$ cat config.mk
export PLATFORM = sky130hd
export DESIGN_NAME = uart_tx_fifo_flat
export DESIGN_NICKNAME = d
export VERILOG_FILES = /design/src/rtl/uart_tx_fifo_if.sv /design/src/rtl/uart_tx_fifo.sv /design/src/flat_wrapper.sv
export SDC_FILE = /design/constraint.sdc
export NUM_CORES = 1
export LEC_CHECK = 0
export BUFFER_PORTS_ARGS = -buffer_cell sky130_fd_sc_hd__buf_2
export CAP_MARGIN = 10
export CORE_ASPECT_RATIO = 2
export CORE_MARGIN = 1
export CORE_UTILIZATION = 34
export DETAILED_ROUTE_END_ITERATION = 16
export PLACE_DENSITY = 0.48
export SETUP_SLACK_MARGIN = 0.15
export SYNTH_ARGS = -nofsm -noshare
export SYNTH_HDL_FRONTEND = slang
export SYNTH_SLANG_ARGS = --single-unit
$ cat constraint.sdc
create_clock -name clk -period 8.74 [get_ports clk]
set_input_delay 1.748 -clock clk [delete_from_list [all_inputs] [get_ports clk]]
set_output_delay 1.748 -clock clk [all_outputs]
set_load 0.1 [all_outputs]
$ cat src/rtl/uart_tx_fifo_if.sv
// Host-side write port of the buffered UART transmitter: byte strobe in, FIFO status out.
interface uart_tx_fifo_if #(
  parameter int unsigned WIDTH      = 8,
  parameter int unsigned DEPTH_FIFO = 4
);
  logic                  we;
  logic [WIDTH-1:0]      data_tx;
  logic                  full;
  logic [DEPTH_FIFO:0]   count;
  logic                  busy;

  modport master (output we, output data_tx, input full, input count, input busy);
  modport slave  (input we, input data_tx, output full, output count, output busy);
endinterface

$ cat src/rtl/uart_tx_fifo.sv
// Buffered 8N1 UART transmitter: bytes queue in a circular FIFO and are
// serialised LSB first on txd, back-to-back while the FIFO stays non-empty.
module uart_tx_fifo #(
  parameter int unsigned CLK_HZ     = 50000000,
  parameter int unsigned SCLK_HZ    = 5000000,
  parameter int unsigned WIDTH      = 8,
  parameter int unsigned DEPTH_FIFO = 4
) (
  input  logic             clk,
  input  logic             reset,
  uart_tx_fifo_if.slave    bus,
  output logic             txd
);
  localparam int unsigned DIV     = CLK_HZ / SCLK_HZ;
  localparam int unsigned ENTRIES = 1 << DEPTH_FIFO;
  localparam int unsigned BAUD_W  = (DIV > 2) ? $clog2(DIV) : 1;
  localparam int unsigned BIT_W   = (WIDTH > 2) ? $clog2(WIDTH) : 1;

  localparam logic [BAUD_W-1:0]     BAUD_RELOAD = BAUD_W'(DIV - 1);
  localparam logic [BAUD_W-1:0]     BAUD_ONE    = BAUD_W'(1);
  localparam logic [BIT_W-1:0]      BIT_LAST    = BIT_W'(WIDTH - 1);
  localparam logic [BIT_W-1:0]      BIT_ONE     = BIT_W'(1);
  localparam logic [DEPTH_FIFO:0]   COUNT_FULL  = (DEPTH_FIFO + 1)'(ENTRIES);
  localparam logic [DEPTH_FIFO:0]   COUNT_ONE   = (DEPTH_FIFO + 1)'(1);
  localparam logic [DEPTH_FIFO-1:0] PTR_ONE     = DEPTH_FIFO'(1);

  typedef enum logic [1:0] {IDLE, START, DATA, STOP} state_t;

  state_t                state_q, state_d;
  logic [BAUD_W-1:0]     baud_q, baud_d;
  logic [BIT_W-1:0]      bit_q, bit_d;
  logic [WIDTH-1:0]      shift_q, shift_d;
  logic                  txd_q, txd_d;
  logic                  busy_q, busy_d;
  logic [DEPTH_FIFO:0]   count_q, count_d;
  logic [DEPTH_FIFO-1:0] wr_ptr_q, wr_ptr_d;
  logic [DEPTH_FIFO-1:0] rd_ptr_q, rd_ptr_d;
  logic [WIDTH-1:0]      mem_q [ENTRIES];

  logic full;
  logic push;
  logic pop;

  assign full      = (count_q == COUNT_FULL);
  assign push      = bus.we && !full;
  assign bus.full  = full;
  assign bus.count = count_q;
  assign bus.busy  = busy_q;
  assign txd       = txd_q;

  always_ff @(posedge clk) begin
    if (push) mem_q[wr_ptr_q] <= bus.data_tx;
  end

  // txd_d is the line level for the state being entered, so txd stays a pure flop output.
  always_comb begin
    state_d = state_q;
    baud_d  = baud_q;
    bit_d   = bit_q;
    shift_d = shift_q;
    txd_d   = txd_q;
    pop     = 1'b0;
    case (state_q)
      IDLE: begin
        txd_d = 1'b1;
        if (count_q != '0) begin
          pop     = 1'b1;
          shift_d = mem_q[rd_ptr_q];
          baud_d  = BAUD_RELOAD;
          state_d = START;
          txd_d   = 1'b0;
        end
      end
      START: begin
        if (baud_q == '0) begin
          state_d = DATA;
          bit_d   = '0;
          baud_d  = BAUD_RELOAD;
          txd_d   = shift_q[0];
        end else begin
          baud_d = baud_q - BAUD_ONE;
        end
      end
      DATA: begin
        if (baud_q == '0) begin
          shift_d = shift_q >> 1;
          baud_d  = BAUD_RELOAD;
          if (bit_q == BIT_LAST) begin
            state_d = STOP;
            txd_d   = 1'b1;
          end else begin
            bit_d = bit_q + BIT_ONE;
            txd_d = shift_d[0];
          end
        end else begin
          baud_d = baud_q - BAUD_ONE;
        end
      end
      STOP: begin
        if (baud_q == '0) begin
          if (count_q != '0) begin
            pop     = 1'b1;
            shift_d = mem_q[rd_ptr_q];
            baud_d  = BAUD_RELOAD;
            state_d = START;
            txd_d   = 1'b0;
          end else begin
            state_d = IDLE;
            txd_d   = 1'b1;
          end
        end else begin
          baud_d = baud_q - BAUD_ONE;
        end
      end
      default: begin
        state_d = IDLE;
        txd_d   = 1'b1;
      end
    endcase
  end

  always_comb begin
    count_d  = count_q;
    wr_ptr_d = wr_ptr_q;
    rd_ptr_d = rd_ptr_q;
    if (push) wr_ptr_d = wr_ptr_q + PTR_ONE;
    if (pop)  rd_ptr_d = rd_ptr_q + PTR_ONE;
    case ({push, pop})
      2'b10:   count_d = count_q + COUNT_ONE;
      2'b01:   count_d = count_q - COUNT_ONE;
      default: count_d = count_q;
    endcase
    busy_d = (state_d != IDLE) || (count_q != '0);
  end

  always_ff @(posedge clk or negedge reset) begin
    if (!reset) begin
      state_q  <= IDLE;
      baud_q   <= '0;
      bit_q    <= '0;
      shift_q  <= '0;
      txd_q    <= 1'b1;
      busy_q   <= 1'b0;
      count_q  <= '0;
      wr_ptr_q <= '0;
      rd_ptr_q <= '0;
    end else begin
      state_q  <= state_d;
      baud_q   <= baud_d;
      bit_q    <= bit_d;
      shift_q  <= shift_d;
      txd_q    <= txd_d;
      busy_q   <= busy_d;
      count_q  <= count_d;
      wr_ptr_q <= wr_ptr_d;
      rd_ptr_q <= rd_ptr_d;
    end
  end
endmodule

$ cat src/flat_wrapper.sv
// flat-port wrapper written by rule: the top's interface ports become plain ports
module uart_tx_fifo_flat 
#(
  parameter int unsigned CLK_HZ     = 50000000,
  parameter int unsigned SCLK_HZ    = 5000000,
  parameter int unsigned WIDTH      = 8,
  parameter int unsigned DEPTH_FIFO = 4
)
  (clk, reset, txd, bus_we, bus_data_tx, bus_full, bus_count, bus_busy);
  uart_tx_fifo_if #(.WIDTH(WIDTH), .DEPTH_FIFO(DEPTH_FIFO)) bus_i ();
  input  logic clk;
  input  logic reset;
  output logic txd;
  input wire logic [$bits(bus_i.we)-1:0] bus_we;
  input wire logic [$bits(bus_i.data_tx)-1:0] bus_data_tx;
  output wire logic [$bits(bus_i.full)-1:0] bus_full;
  output wire logic [$bits(bus_i.count)-1:0] bus_count;
  output wire logic [$bits(bus_i.busy)-1:0] bus_busy;
  assign bus_i.we = bus_we;
  assign bus_i.data_tx = bus_data_tx;
  assign bus_full = bus_i.full;
  assign bus_count = bus_i.count;
  assign bus_busy = bus_i.busy;
  uart_tx_fifo #(.CLK_HZ(CLK_HZ), .SCLK_HZ(SCLK_HZ), .WIDTH(WIDTH), .DEPTH_FIFO(DEPTH_FIFO)) u_core (.clk(clk), .reset(reset), .bus(bus_i), .txd(txd));
endmodule
==> flow_metrics.py <==
metrics = {
    "cts": {
        "clock_sinks": 160,
        "postCtsResizedCells": 0,
        "cts-root-buf": "clkbuf_16",
        "cts_hold_buf": 0,
        "cts_buffers": 17,
        "htreeDepth": 4,
        "cts_setup_buffers": 0,
        "clockBufferDepth": 2,
        "cts_tree": "done",
        "clk_pin_slew_worst_paths_ps": 60,
        "insertion_delay_ps": 420,
    },
    "timing": {
        "tightest_slew_ps": 1060,
        "final_hold_viol_count": 0,
        "drv_slew": 0,
        "rsz0062_at_grt": "no",
        "final.period_utilization": 0.446,
        "relSlewSlack": 0.287,
        "timing.fmax_mhz": 257,
        "period_needed_ps": 3900,
        "tns_ps": 0,
        "skew_ps": 6.51,
        "setup_viol": 0,
    },
    "worst_setup_path": {
        "worstSetupStartpointType": "register",
        "crit_fanout": 6,
        "r2r_start": "u_core.baud_q[0]",
        "worstPathArrival_ps": 2150,
        "r2r_end": "u_core.bus.count[4]",
        "cp.required_ps": 6990,
        "r2r_slack_ps": 5320,
        "path_class": "reg2out",
        "critPathCaptureType": "output pin",
        "r2r_cells": 11,
    },
    "cells_and_area": {
        "drive_above_1_share": 0.182,
        "num-nets-final": 494,
        "layout_common_cells": "edfxtp_1 (128), nor2_1 (32), dfrtp_1 (30)",
        "fill_cells": 1899,
        "regArea_um2": 4650,
        "area_growth_pct": 12.6,
        "multi_input_area_um2": 2080,
        "layout_commonest_cell": "edfxtp_1",
        "post-route-util": 0.392,
        "diodes": 0,
    },
    "drt": {
        "routedWlPerCell_um": 21.0,
        "firstDrtPassIters": 4,
        "vias": 3773,
        "ant_nets": 0,
        "wirelength_mm": 15.6,
        "drc": 0,
        "drtIter0Drc": 222,
        "via_per_inst": 5.09,
    },
    "grt": {
        "grt_overflow": 0,
        "grt_max_degree": 48,
        "first_global_vias": 4006,
        "grt_first_pass_wirelength_mm": 23.5,
        "antenna_found_initial": 0,
        "gr-usage-all-layers": 0.163,
    },
    "placement": {
        "numPortBuffers": 18,
        "gp_congestion": 0.794,
        "dp_hpwl_mm": 10.9,
    },
    "synth": {
        "synth.area.top_cells": "edfxtp_1 (55%), dfrtp_1 (11%), mux4_2 (6.5%)",
        "synthMuxAreaShare": 0.106,
        "synth.avg_cell_area_um2": 15.5,
        "yosysWarnings": 0,
        "synth_top_family_by_area": "multiplexers",
        "ys.flop_type": "edfxtp_1",
        "synth_top_cell_area_share": 0.555,
        "ys_types": 56,
        "synthCells": 446,
        "synth_edf_count": 128,
        "yosysSeqAreaShare": 0.671,
        "yosys.area_share.simple": 0.0723,
        "synth-seq-cells": 160,
        "synth_compound_area_frac": 0.0759,
        "synth_nets": 474,
        "syn_area_um2": 6930,
        "yosysTopAreaCell": "edfxtp_1",
        "synthAdderAreaFrac": 0.0307,
        "async_flop_share": 0.200,
        "yosys.area_share.xor_xnor": 0.0152,
    },
    "floorplan": {
        "ios": 19,
        "core_um2": 19900,
        "start_util": 0.348,
        "placementRows": 73,
        "die_y_um": 204,
        "die_x_um": 103,
        "dieArea_um2": 21000,
    },
    "min_path": {
        "worstHoldPathType": "reg2reg",
        "min_from": "u_core.shift_q[7]",
        "hold_depth": 1,
        "min_to": "u_core.shift_q[7]",
    },
    "pwr": {
        "ir_drop_mv": 0.204,
        "total_leakage_power_nw": 2.78,
        "power_density_nw_per_um2": 356,
    },
    "run_status": {
        "status": "finished, final reports clean",
    },
    "run": {
        "max-cap-violations": 0,
    },
}
==> metal layers <==
layer / wire (µm) / share of wire / vias to the layer above / global-route usage
met1: 5330 / 0.34 / 1896 / 0.152
met5: 0 / 0 / - / 0
li1: - / - / 1752 / -
met2: 9070 / 0.58 / 94 / 0.310
met4: 735 / 0.047 / 0 / 0.0926
met3: 419 / 0.027 / 31 / 0.0359
==> how the worst max path moves through the flow <==
stage                              from                   to  slack (ps)  depth (start not counted)
global route        u_core.bus.count[0]             bus_full        4750                          4
global placement                 bus_we   u_core.mem_q[2][6]        5080                          4
CTS                 u_core.bus.count[0]             bus_full        4820                          4
finish              u_core.bus.count[0]             bus_full        4840                          4
detailed placement               bus_we  u_core.bus.count[4]        5010                          9
floorplan           u_core.bus.count[2]             bus_full        4660                          4
==> per-stage QoR <==
step	instance area [µm²]	instances	power [mW]	setup slack [ps]	hold WS, ps
global route	7800	741	2.93	4750	523
CTS	7800	741	2.81	4820	511
finish	7800	741	2.78	4840	506
detailed placement	7230	709	2.08	5010	498
floorplan	6930	446	1.86	4660	476
global placement	7210	706	2.07	5080	500
==> cell usage after synthesis (2+ instances only) <==
| master | count |
|---|---|
| mux4_2 | 20 |
| a21o_1 | 2 |
| or3_1 | 2 |
| edfxtp_1 | 128 |
| o32ai_1 | 2 |
| clkbuf_1 | 9 |
| buf_1 | 3 |
| xor2_1 | 5 |
| nand3_1 | 3 |
| dfrtp_1 | 31 |
| a22oi_1 | 14 |
| nor2_1 | 32 |
| a211o_1 | 6 |
| buf_6 | 5 |
| nor2b_1 | 4 |
| a31oi_1 | 9 |
| o31ai_1 | 3 |
| a21oi_1 | 17 |
| inv_1 | 11 |
| mux2i_1 | 25 |
| o22ai_1 | 8 |
| mux2_2 | 3 |
| xnor2_1 | 7 |
| ha_1 | 17 |
| buf_4 | 2 |
| nor3_1 | 7 |
| o21ai_0 | 10 |
| nand2_1 | 29 |
| buf_2 | 2 |
| nand2b_1 | 4 |
==> state kept, by name (all words and copies together) (netlist names) <==
signal,cells
u_core.mem_q,128
u_core.shift_q,8
u_core.bus.count,5
u_core.baud_q,4
u_core.rd_ptr_q,4
u_core.wr_ptr_q,4
u_core.bit_q,3
u_core.state_q,2
u_core.bus.busy,1
u_core.txd,1
==> cell type report <==
cell class,instances,share of cell area
inverter,11,0.00529
sequential,160,0.596
clock buffer,19,0.0555
multi-input combinational,252,0.266
tap,262,0.0420
clock inverter,13,0.0176
timing repair buffer,24,0.0173
==> logic make-up after synthesis <==
| family | Yosys count |
|---|---|
| flip-flops | 160 |
| AO/OA/AOI/OAI | 79 |
| XOR/XNOR | 12 |
| adder cells (fa/ha/maj) | 17 |
| multiplexers | 48 |
| buffers and inverters | 34 |
| AND/OR/NAND/NOR | 96 |
==> worst max-delay path: stages (launching register included) <==
cell and delay, ps:
dfrtp_1 440, or3_4 430, or3b_1 370, inv_1 60, buf_2 410
==> power breakdown <==
part           internal (mW)  switching [mW]  total [mW]  leakage (nW)
sequential             0.958           0.105        1.06          1.53
combinational          0.377           0.615       0.992         0.976
clock                  0.420           0.302       0.723         0.267
total                   1.75            1.02        2.78          2.78
No activity file was read; power rests on OpenSTA's default activity.
